File: src/rtl/mem_arb_pkg.sv
// mem_arb_pkg: shared constants and types for the 4-reader/1-writer memory.
// Holds the requester count, requester index type and arbiter reset pointer.
package mem_arb_pkg;

    localparam int NUM_RD = 4;

    typedef logic [1:0] rd_idx_t;

    // Pointer starts at the last requester so requester 0 wins first.
    localparam rd_idx_t RR_RESET_PTR = 2'd3;

endpackage

File: src/rtl/rr_arb4.sv
// rr_arb4: pure combinational 4-way round-robin arbiter.
// Searches upward from ptr+1 (mod 4); the pointer register lives in the parent.
module rr_arb4
    import mem_arb_pkg::*;
(
    input  logic [NUM_RD-1:0] req,
    input  rd_idx_t           ptr,
    output logic [NUM_RD-1:0] gnt,
    output rd_idx_t           gnt_idx,
    output logic              any_gnt
);

    rd_idx_t cand;

    // First requester found after ptr wins; offset 4 wraps back onto ptr.
    always_comb begin
        gnt     = '0;
        gnt_idx = '0;
        any_gnt = 1'b0;
        cand    = ptr;
        for (int k = 1; k <= NUM_RD; k++) begin
            cand = ptr + rd_idx_t'(k);
            if (!any_gnt && req[cand]) begin
                gnt[cand] = 1'b1;
                gnt_idx   = cand;
                any_gnt   = 1'b1;
            end
        end
    end

endmodule

File: src/rtl/mem_arb_4r1w.sv
// mem_arb_4r1w: one write port, four round-robin arbitrated read requesters.
// Define MEM_ARB_4R1W_FWD_EN to forward same-cycle write data to the read.
module mem_arb_4r1w
    import mem_arb_pkg::*;
#(
    parameter int ADDR_WIDTH = 4,
    parameter int DATA_WIDTH = 1
) (
    input  logic                         clk,
    input  logic                         rst,
    input  logic                         we,
    input  logic [ADDR_WIDTH-1:0]        waddr,
    input  logic [DATA_WIDTH-1:0]        wdata,
    input  logic [NUM_RD-1:0]            req_valid,
    input  logic [NUM_RD*ADDR_WIDTH-1:0] req_addr,
    output logic [NUM_RD-1:0]            req_ready,
    output logic [NUM_RD-1:0]            rsp_valid,
    output logic [DATA_WIDTH-1:0]        rsp_data
);

    localparam int DEPTH = 1 << ADDR_WIDTH;

    logic [DATA_WIDTH-1:0] mem_q [DEPTH];

    rd_idx_t               last_grant_q;
    rd_idx_t               last_grant_d;
    logic [NUM_RD-1:0]     rsp_valid_q;
    logic [NUM_RD-1:0]     rsp_valid_d;
    logic [DATA_WIDTH-1:0] rsp_data_q;
    logic [DATA_WIDTH-1:0] rsp_data_d;

    logic [NUM_RD-1:0]     gnt;
    rd_idx_t               gnt_idx;
    logic                  any_gnt;
    logic [ADDR_WIDTH-1:0] raddr;
    logic [DATA_WIDTH-1:0] rd_word;

    rr_arb4 u_arb (
        .req     (req_valid),
        .ptr     (last_grant_q),
        .gnt     (gnt),
        .gnt_idx (gnt_idx),
        .any_gnt (any_gnt)
    );

    assign req_ready = gnt;

    // Select the granted requester's address slice.
    always_comb begin
        raddr = '0;
        for (int i = 0; i < NUM_RD; i++) begin
            if (gnt[i]) begin
                raddr = req_addr[i*ADDR_WIDTH +: ADDR_WIDTH];
            end
        end
    end

`ifdef MEM_ARB_4R1W_FWD_EN
    // Same-cycle write to the read address returns the new data.
    always_comb begin
        rd_word = mem_q[raddr];
        if (we && (waddr == raddr)) begin
            rd_word = wdata;
        end
    end
`else
    // Read-before-write: the array is sampled before this edge's write.
    always_comb begin
        rd_word = mem_q[raddr];
    end
`endif

    // Pointer moves only on acceptance; response data holds when idle.
    always_comb begin
        last_grant_d = last_grant_q;
        rsp_valid_d  = gnt;
        rsp_data_d   = rsp_data_q;
        if (any_gnt) begin
            last_grant_d = gnt_idx;
            rsp_data_d   = rd_word;
        end
    end

    // Arbiter pointer and response registers with synchronous reset.
    always_ff @(posedge clk) begin
        if (rst) begin
            last_grant_q <= RR_RESET_PTR;
            rsp_valid_q  <= '0;
            rsp_data_q   <= '0;
        end else begin
            last_grant_q <= last_grant_d;
            rsp_valid_q  <= rsp_valid_d;
            rsp_data_q   <= rsp_data_d;
        end
    end

    // Write port; never stalled and not gated by reset.
    always_ff @(posedge clk) begin
        if (we) begin
            mem_q[waddr] <= wdata;
        end
    end

    assign rsp_valid = rsp_valid_q;
    assign rsp_data  = rsp_data_q;

endmodule

File: config.mk
export PLATFORM = sky130hd
export DESIGN_NAME = mem_arb_4r1w
export DESIGN_NICKNAME = d
export VERILOG_FILES = /design/src/rtl/mem_arb_pkg.sv /design/src/rtl/rr_arb4.sv /design/src/rtl/mem_arb_4r1w.sv
export SDC_FILE = /design/constraint.sdc
export NUM_CORES = 1
export LEC_CHECK = 0
export BUFFER_PORTS_ARGS = -buffer_cell sky130_fd_sc_hd__buf_2
export CELL_PAD_IN_SITES_DETAIL_PLACEMENT = 2
export CELL_PAD_IN_SITES_GLOBAL_PLACEMENT = 2
export CORE_MARGIN = 2
export CORE_UTILIZATION = 33
export CTS_CLUSTER_DIAMETER = 150
export DETAILED_ROUTE_END_ITERATION = 8
export GPL_TIMING_DRIVEN = 0
export PLACE_DENSITY_LB_ADDON = 0.3
export REMOVE_ABC_BUFFERS = 1
export SKIP_LAST_GASP = 1
export SYNTH_ARGS = -nofsm -noshare
export SYNTH_HDL_FRONTEND = slang
export SYNTH_SLANG_ARGS = --single-unit
File: constraint.sdc
create_clock -name clk -period 4.8 [get_ports clk]
set_clock_uncertainty 0.15 [all_clocks]
set_input_delay 0.24 -clock clk [delete_from_list [all_inputs] [get_ports clk]]
set_output_delay 0.24 -clock clk [all_outputs]
set_load 0.05 [all_outputs]
Word-level counts from Yosys, hierarchy flattened
Memories as Yosys holds them, arrays and structs flattened. A register that Yosys moved wholly into a read port is not among the register bits.
Cells that the tools add are included.
Widths: inputs -> output; s select.
- flip-flop bits (word level): 6
- RAM bits: 16
- output and inout bits: 9
- logic and storage cells: 62
- memories: 1
- $add $sub $neg: 3
- order comparisons: 8
- multiplexer cells: 33
- bitwise operators: 4
- reductions and logical operators: 11
- memory list (memory ; words ; width ; rd ports ; clocked after memory_dff ; wr ports ; line ; RTL):
    mem_q ; 16 ; 1 ; 1 ; 1 ; 1 ; mem_arb_4r1w.sv:23 ; logic [DATA_WIDTH-1:0] mem_q [DEPTH];
- operators by type and width (kind ; count):
    $mux 4 ; 8
    $mux 1 ; 14
    $lt 2x3->1 const B ; 4
    $or 4x4->4 ; 3
    $bmux 1 s2 ; 4
    $demux 1 s2 ; 4
    $ge 2x1->1 const B ; 4
    $logic_and 1x1->1 ; 7
    $mux 2 ; 3
    $add 2x2->2 const B ; 2
    $logic_not 1->1 ; 3
    $add 2x1->2 const B ; 1
    $reduce_and 2->1 ; 1
    $not 1->1 ; 1

Depth between registers and ports, before layout
Gate-level depths: netlist (run 1).
- depth in word-level cells: 17
- mapped depth: 17
- mapped depth without buffers: 13

By module
A second synthesis (run 1) with hierarchy kept.
- cells, all modules: 159
- area, all modules: 1639.1 um^2
- by module, submodules not included (module ; times used ; cells an instance ; area an instance (um^2) ; sequential area each (um^2)):
    mem_arb_4r1w ; 1 ; 91 ; 1113.6 ; 620.6
    rr_arb4 ; 1 ; 68 ; 525.5 ; 0.0

Worst setup path before layout (run 1)
OpenSTA, ideal clock, no wires.
- path type: register -> register
- from: reg last_grant_q[0]
- to: reg rsp_data_q, in the netlist rsp_data (read register of mem_q)
- setup time: 0.125 ns
- arrival: 3.760 ns
- path slack: 0.765 ns
- stages on the path, launching flop included: 17
- path through: dfxtp_1 -> buf_6 -> buf_2 -> inv_1 -> ha_1 -> buf_6 -> mux2i_1 -> o22ai_1 -> a2111oi_1 -> a2bb2oi_2 -> inv_2 -> and2_0 -> clkbuf_1 -> a221oi_1 -> o21ai_0 -> a21boi_1 -> o211ai_2
- elaborated cells between the ends (all ways): 52
- those cells by class: add/sub: 3; order compare: 8; mux: 28; bitwise: 3; reduce/logical: 10
- RTL lines (what ; line ; RTL):
    start, declared ; mem_arb_4r1w.sv:25 ; rd_idx_t last_grant_q;
    start signal, assigned ; mem_arb_4r1w.sv:91 ; last_grant_q <= last_grant_d;
    parallel branches: the longest is 12 deep, another holds $lt 2x3->1 ; -- ;
    $mux 4 (*) ; rr_arb4.sv:23 ; if (!any_gnt && req[cand]) begin
    net req_ready[3] ; mem_arb_4r1w.sv:16 ; output logic [NUM_RD-1:0] req_ready,
    $mux 4 (*) ; mem_arb_4r1w.sv:52 ; if (gnt[i]) begin
    end, declared ; mem_arb_4r1w.sv:29 ; logic [DATA_WIDTH-1:0] rsp_data_q;
Mark *: on every way through the listed nets, which the timed path passes. The select of a mux whose other input is x is not followed.
A chain may end at the register's enable or synchronous reset.

Final worst setup path (run 1)
- from: reg last_grant_q[1]
- to: reg rsp_data_q, in the netlist rsp_data (read register of mem_q)
- longest elaborated chain between the ends: 17
- elaborated cells between the ends (all ways): 52
- those cells by class: add/sub: 3; order compare: 8; mux: 28; bitwise: 3; reduce/logical: 10
- ends and longest elaborated chain (what):
    parallel branches: the longest is 17 deep, another holds $lt 2x3->1
Parallel ways; which one is timed is not known. The select of a mux whose other input is x is not followed.

==> results.toml, run 1 <==
[layout]
multi_input_area_um2 = 1110
layout-drive-gt1-share_pct = 26.5
num-fill-cells = 610
area_growth_pct = 14.2
finalNetCount = 263
final_area_um2 = 2090
regArea_um2 = 626
final_cell_mix = "36 x buf_2, 23 x nor2_1, 16 x edfxtp_1"
final_common_cell = "buf_2"
antenna_cells = 0

[floorplan]
die_w_um = 78.4
dieArea_um2 = 6150
coreArea_um2 = 5440
num_rows = 27
die_h_um = 78.4
ios = 37
initial_core_util_pct = 33.6

[global_route]
grt_pass1_wl_um = 8650
grt-ovfl-total = 0
track_usage_pct = 17.6
first_global_vias = 1750
grt_max_degree = 26
antenna_found_initial = 0

[synth]
syn_area_um2 = 1830
yosysWarnings = 0
synth_top_cell_by_area = "edfxtp_1"
ys_seq_area_share_pct = 33.9
ys_seq_elements = 23
syn_avg_cell_area_um2 = 9.33
synth_cells = 196
ys_types = 56
synth_edf_count = 16
synth.area.top_cells = "edfxtp_1 26%, dfxtp_1 7.7%, ha_1 5.5%"
async_flop_share_pct = 0
synth_ff_type = "edfxtp_1"
yosysTopAreaCellShare_pct = 26.3

[critical_path]
cp_max_fo = 15
critPathArrivalTime_ns = 4.39
path_cells = "inv_1 > ha_2 > mux2i_2 > o22ai_1 > a2111o_1 > a221oi_1 > a22oi_1 > a211oi_1 > o311a_1 > o21ai_0 > a21boi_1 > o211ai_2"
start_kind = "flop"
r2r_start = "last_grant_q[1]"
slowest_delay_ns = 0.65
worstPathRequired_ns = 4.80
slowest_stage = "a211oi_1"
critPathBufInv = 1
criticalPathCategory = "reg -> reg"
crit_start = "last_grant_q[1]"
worstSetupEndpointType = "flop"
cp_top_family = "compound AO/OA/AOI/OAI gates"

[clock_network]
cts_tree = "built"
cts_made_buffers = 3
clkTransAtPathRegs_ns = 0.09
insertion_delay_ns = 0.27
root_buffer = "clkbuf_8"
htree_levels = 1
cts_sinks = 23
cts_buffer_depth = 2
cts_setup_buffers = 0

[sta]
min_period_ns = 4.39
rsz0062_at_grt = "false"
hold_viol = 0
setup_viol = 0
finalCritPeriodShare_pct = 91.4
tns_ns = 0
tightest_slew_ns = 0.938
whs_ns = 0.101
slew_viol_final = 0
max_freq_mhz = 228
max_slew_margin_pct = 36.8

[power]
p_int_mw = 0.735
swShare_pct = 54.2
p_per_area_nw_per_um2 = 769
pwr-share-clk_pct = 7.7
pwr-share-comb_pct = 73.8
fin_total_pwr_mw = 1.61
ir_worst_vdd_v = 0.000452
p_leak_nw = 0.864
power.switching_mw = 0.871
seq_power_share_pct = 18.5

[drt]
dr.pass1.iters = 4
final_antenna_net_count = 0
vias_per_cell = 5.56
finalWirelength_um = 5290
drcViolationCount = 0
routedWlPerCell_um = 17.7
via_count = 1658
drt_iter0_drc = 58

[placement]
placed_cell_area_um2 = 2020
port_buffers = 36
dp_hpwl_um = 4240
place_congestion = 0.763

[min_path]
hold_class = "in -> reg"
worstHoldStart = "rst"

[flow_run]
drv_cap = 0

[outcome]
status = "completed"
-- final cells by class --
type | instances | share of cell area (%)
flip-flops and latches | 23 | 30.0
repair buffers | 36 | 8.63
well taps | 72 | 4.31
inverters | 9 | 1.62
clock buffers | 3 | 1.98
clock inverters | 1 | 0.359
multi-input cells | 154 | 53.1
-- power by group through the flow --
| stage | logic [mW] | clock network, mW | registers, mW |
|---|---|---|---|
| detailed placement | 1.19 | 0 | 0.298 |
| CTS | 1.19 | 0.128 | 0.295 |
| floorplan | 0.848 | 0 | 0.355 |
| global route | 1.30 | 0.138 | 0.305 |
| global placement | 1.15 | 0 | 0.296 |
| finish | 1.19 | 0.124 | 0.297 |
-- timing repair --
| item | in CTS | in global routing |
|---|---|---|
| resized for setup | 1 | 5 |
| pin swaps | 0 | 1 |
| endpoints found under the setup margin | 1 | 1 |
| hold buffers | 0 | 0 |
-- sequential cells by signal, summed over array words and instances (netlist names) --
signal / count
rsp_valid: 4
mem_q: 16
last_grant_q: 2
rsp_data: 1
-- cells in the mapped netlist, drive strengths merged, types with 2 or more instances --
master and count:
nor2b 5, nand3 6, o21ai 5, a221oi 5
a211oi 3, mux2i 10, o22ai 4, dfxtp 7
a2111o 2, nand3b 3, mux2 2, a22oi 4
o21a 2, and3 7, nor3 6, ha 8
buf 8, clkbuf 2, a32oi 2, a221o 2
or2b 3, nor2 23, inv 9, nor3b 3
edfxtp 16, a21oi 9, nand2b 7, nand2 14
o211ai 2
-- stage by stage --
stage	std cells	utilization, %	setup slack [ns]
3_5_place_dp	294	37.2	-0.188
2_1_floorplan	186	-	0.689
5_1_grt	298	38.4	0.0308
3_3_place_gp	294	37.2	-0.0636
6_report	298	38.4	0.414
4_1_cts	298	38.1	0.0162
-- cells by family after synthesis --
family          share of synthesized area, %
mux                                     8.14
xor+xnor                               0.479
simple gates                            24.0
buf+inv                                 5.89
flops                                   33.9
fa+ha+maj                               5.48
compound gates                          22.0
-- per-layer routing --
layer,GRT usage [%],vias up,wire length (um)
li1,-,794,-
met1,21.7,821,2320
met2,32.7,41,2760
met3,3.45,2,193
met4,1.58,0,14
met5,0,-,0
-- final timing paths --
check	endpoint	cells after the start	slack, ns
min reg2reg	rsp_data	2	0.39
min	rsp_valid[0]	2	0.10
max	rsp_data	12	0.41
max reg2reg	rsp_data	12	0.41
Power figures use the tool's default switching activity.
==> run 2, diff against run 1 <==
--- a/config.mk
+++ b/config.mk
@@ -13,7 +13,7 @@
 export CTS_CLUSTER_DIAMETER = 150
 export DETAILED_ROUTE_END_ITERATION = 8
 export GPL_TIMING_DRIVEN = 0
-export PLACE_DENSITY_LB_ADDON = 0.3
+export PLACE_DENSITY = 0.9
 export REMOVE_ABC_BUFFERS = 1
 export SKIP_LAST_GASP = 1
 export SYNTH_ARGS = -nofsm -noshare
==> run 2 against run 1 <==
  * Clock-buffer cell count did not move
  * Fmax fell by 0.35%
  * Via count rose by 0.24%
  * Cell area rose by 1.2%
  * Critical path depth rose by 1
  * Critical path type unchanged
  * Largest power group unchanged
==> results.toml, run 2 (synthesis gave the netlist of run 1 again) <==
[power]
pwr-share-comb_pct = 74.9
p_int_mw = 0.766
p_per_area_nw_per_um2 = 805
swShare_pct = 55.0
pwr-share-clk_pct = 7.6
p_leak_nw = 0.881
fin_total_pwr_mw = 1.70
seq_power_share_pct = 17.5
ir_worst_vdd_v = 0.000393
power.switching_mw = 0.936

[floorplan]
num_rows = 27
dieArea_um2 = 6150
ios = 37
initial_core_util_pct = 33.6
die_h_um = 78.4
die_w_um = 78.4
coreArea_um2 = 5440

[drt]
via_count = 1662
drt_iter0_drc = 44
dr.pass1.iters = 4
drcViolationCount = 0
vias_per_cell = 5.52
routedWlPerCell_um = 19.0
finalWirelength_um = 5720
final_antenna_net_count = 0

[critical_path]
critPathArrivalTime_ns = 4.46
r2r_slack_ns = 0.40
cp_max_fo = 15
worstPathRequired_ns = 4.86
criticalPathCategory = "reg -> reg"
start_kind = "flop"
worstSetupEndpointType = "flop"

[global_route]
antenna_found_initial = 0
grt-ovfl-total = 0
track_usage_pct = 18.7
first_global_vias = 1721
grt_max_degree = 26
grt_pass1_wl_um = 9030

[layout]
fin_cells = 301
final_common_cell = "buf_2"
finalNetCount = 266
area_growth_pct = 15.6
layout-drive-gt1-share_pct = 27.5
num-fill-cells = 605
final_area_um2 = 2110
final_cell_mix = "36 x buf_2, 23 x nor2_1, 16 x edfxtp_1"
top_register = "mem_q"
antenna_cells = 0
largest_reg_flops = 16

[sta]
finalCritPeriodShare_pct = 91.7
slew_viol_final = 0
rsz0062_at_grt = "false"
hold_viol = 0
setup_viol = 0
tns_ns = 0
max_slew_margin_pct = 35.6
finalWorstSetupSlack_ns = 0.399
min_period_ns = 4.40
max_freq_mhz = 227
tightest_slew_ns = 0.956

[clock_network]
root_buffer = "clkbuf_8"
cts_made_buffers = 3
cts_tree = "built"
cts_buffer_depth = 2
clkTransAtPathRegs_ns = 0.09
htree_levels = 1
cts_sinks = 23
hold_buffers = 0
insertion_delay_ns = 0.27

[placement]
dp_hpwl_um = 4220
port_buffers = 36
dp_cells = 294
pre_cts_slack_ns = -0.264
place_congestion = 0.769
placed_cell_area_um2 = 2020

[outcome]
status = "completed"

[min_path]
hold_class = "in -> reg"

[flow_run]
drv_cap = 0
==> run 2: cell count changes in the layout (fill, tap and decap cells not counted), sizes merged <==
| cell | change |
|---|---|
| buf | +3 |
==> run 2: final cells by class <==
class	count	area [um^2]	share of cell area [%]
Clock inverter	1	7.51	0.355
Clock buffer	3	41.3	1.95
Multi-Input combinational cell	154	1110	52.6
Inverter	9	33.8	1.60
Timing Repair Buffer	39	203	9.59
Tap cell	72	90.1	4.26
Sequential cell	23	626	29.6
==> run 2: power groups by stage <==
stage | Combinational [mW] | Clock [mW] | Sequential, mW
after global routing | 1.37 | 0.142 | 0.305
final | 1.27 | 0.129 | 0.299
after detailed placement | 1.20 | 0 | 0.300
after floorplan | 0.848 | 0 | 0.355
after CTS | 1.22 | 0.130 | 0.297
after global placement | 1.14 | 0 | 0.297
==> run 2: critical path, cell delays in order, from the launching register on <==
cell	delay (ns)
dfxtp_2	0.51
inv_1	0.25
ha_1	0.52
mux2i_2	0.42
o22ai_1	0.15
a2111o_1	0.50
a22oi_2	0.22
inv_2	0.10
a221o_2	0.49
a21oi_4	0.27
mux2i_1	0.14
a211oi_1	0.34
nand3_1	0.17
o211ai_2	0.09
==> run 2: stage by stage <==
| stage | util, % | hold slack, ns |
|---|---|---|
| floorplan | - | 0.162 |
| global placement | 37.2 | 0.373 |
| detailed placement | 37.2 | 0.378 |
| CTS | 38.3 | 0.103 |
| global route | 38.9 | 0.105 |
| finish | 38.9 | 0.0988 |
==> run 2: layer usage <==
layer | wire (um) | global-route usage (%)
met4 | 75 | 3.51
met5 | 0 | 0
met1 | 2410 | 22.9
met2 | 3070 | 34.8
met3 | 165 | 2.76
==> run 2: final timing paths <==
kind	endpoint	cells past startpoint	from
worst min-delay path	rsp_valid[3]	2	rst
worst max-delay path	rsp_data	13	last_grant_q[1]
worst min register to register	rsp_data	2	rsp_data
worst max register to register	rsp_data	13	last_grant_q[1]
==> run 2: what timing repair did <==
| item | in CTS | in global routing |
|---|---|---|
| gates cloned | 0 | 0 |
| pin swaps | 0 | 1 |
| gates resized for setup | 3 | 3 |
| endpoints found under the setup margin | 1 | 1 |
| setup buffers | 0 | 3 |
| endpoints found under the hold margin | 0 | 0 |
==> run 3, diff against run 2 <==
--- a/config.mk
+++ b/config.mk
@@ -6,6 +6,7 @@
 export NUM_CORES = 1
 export LEC_CHECK = 0
 export BUFFER_PORTS_ARGS = -buffer_cell sky130_fd_sc_hd__buf_2
+export CAP_MARGIN = 30
 export CELL_PAD_IN_SITES_DETAIL_PLACEMENT = 2
 export CELL_PAD_IN_SITES_GLOBAL_PLACEMENT = 2
 export CORE_MARGIN = 2
@@ -14,6 +15,7 @@
 export DETAILED_ROUTE_END_ITERATION = 8
 export GPL_TIMING_DRIVEN = 0
 export PLACE_DENSITY = 0.9
+export RECOVER_POWER = 50
 export REMOVE_ABC_BUFFERS = 1
 export SKIP_LAST_GASP = 1
 export SYNTH_ARGS = -nofsm -noshare
==> run 3 against run 2 <==
  * Total power hardly changed
  * Wire length is 0.12% higher
  * Global-route usage stayed put
  * Clock power hardly changed
  * Register-to-register slack hardly changed
  * Critical path depth stayed put
  * First-iteration DRC count stayed put
  * Combinational power hardly changed
  * Core utilization hardly changed
  * Critical endpoint unchanged
  * Highest routed layer unchanged
==> results.toml, run 3 (synthesis gave the netlist of run 1 again) <==
[outcome]
status = "completed"

[layout]
layout-drive-gt1-share_pct = 26.6
largest_reg_flops = 16
area_growth_pct = 15.5
final_cell_mix = "34 x buf_2, 23 x nor2_1, 16 x edfxtp_1"
top_register = "mem_q"
finalNetCount = 266
final_common_cell = "buf_2"
antenna_cells = 0

[clock_network]
cts_buffer_depth = 2
htree_levels = 1
cts_tree = "built"
cts_sinks = 23
root_buffer = "clkbuf_8"
cts_made_buffers = 3
hold_buffers = 0
clkTransAtPathRegs_ns = 0.09
insertion_delay_ns = 0.27

[placement]
dp_hpwl_um = 4220
port_buffers = 36
place_congestion = 0.769
pre_cts_slack_ns = -0.264

[global_route]
antenna_found_initial = 0
grt_pass1_wl_um = 9030
first_global_vias = 1721
grt_max_degree = 26
grt-ovfl-total = 0
track_usage_pct = 18.7

[floorplan]
initial_core_util_pct = 33.6
coreArea_um2 = 5440
die_h_um = 78.4
die_w_um = 78.4
num_rows = 27
ios = 37
dieArea_um2 = 6150

[critical_path]
criticalPathCategory = "reg -> reg"
worstPathRequired_ns = 4.86
critPathArrivalTime_ns = 4.46
start_kind = "flop"
cp_max_fo = 15
r2r_slack_ns = 0.40
worstSetupEndpointType = "flop"

[sta]
max_slew_margin_pct = 35.6
tightest_slew_ns = 0.956
finalWorstSetupSlack_ns = 0.399
finalCritPeriodShare_pct = 91.7
hold_viol = 0
whs_ns = 0.0989
tns_ns = 0
setup_viol = 0
min_period_ns = 4.40
slew_viol_final = 0
rsz0062_at_grt = "false"
max_freq_mhz = 227

[drt]
drt_iter0_drc = 44
final_antenna_net_count = 0
routedWlPerCell_um = 19.0
vias_per_cell = 5.52
finalWirelength_um = 5730
via_count = 1661
drcViolationCount = 0
dr.pass1.iters = 4

[power]
p_per_area_nw_per_um2 = 806
p_leak_nw = 0.875
fin_total_pwr_mw = 1.70
ir_worst_vdd_v = 0.000393

[flow_run]
drv_cap = 0

[min_path]
hold_class = "in -> reg"
==> run 3: repair_timing <==
| item | CTS | global route |
|---|---|---|
| gates resized for setup | 3 | 3 |
| pin swaps | 0 | 1 |
| buffers inserted | 0 | 3 |
| setup endpoints to repair | 1 | 1 |
| endpoints found under the hold margin | 0 | 0 |
==> run 3: final timing paths <==
kind / from / endpoint / cells past startpoint
setup reg to reg: last_grant_q[1] / rsp_data / 13
setup / recovery: last_grant_q[1] / rsp_data / 13
hold reg to reg: rsp_data / rsp_data / 2
hold / removal: rst / rsp_valid[3] / 2
==> run 3: metrics by stage <==
step           util (%)  std cells  area (um^2)
2_1_floorplan         -        186         1750
3_3_place_gp       37.2        294         2020
3_5_place_dp       37.2        294         2020
4_1_cts            38.3        298         2080
5_1_grt            38.8        301         2110
6_report           38.8        301         2110
==> run 3: final cells by class <==
cell class	count	area (um^2)
inverters	9	33.8
multi-input cells	154	1110
flip-flops and latches	23	626
well taps	72	90.1
clock buffers	3	41.3
fillers	607	3330
repair buffers	39	200
clock inverters	1	7.51
==> run 3: report_power, final <==
part	total [mW]	switching (mW)	internal, mW
Combinational	1.27	0.814	0.460
Sequential	0.299	0.0515	0.247
Clock	0.129	0.0698	0.0588
Total	1.70	0.935	0.766
==> run 3: critical path, stage by stage, from the launching register on <==
cell and delay, ns:
dfxtp_2 0.51, inv_1 0.25, ha_1 0.52, mux2i_2 0.42, o22ai_1 0.15, a2111o_1 0.50, a22oi_2 0.22, inv_2 0.10
a221o_2 0.49, a21oi_4 0.27, mux2i_1 0.14, a211oi_1 0.34, nand3_1 0.17, o211ai_2 0.09
==> run 3: routing by layer <==
layer / vias to the layer above / wire length [um] / part of all wire (%) / track usage [%]
met1: 821 / 2420 / 42 / 22.9
met3: 6 / 166 / 2.9 / 2.76
met2: 33 / 3070 / 54 / 34.8
met4: 0 / 75 / 1.3 / 3.51
met5: - / 0 / 0 / 0
li1: 801 / - / - / -
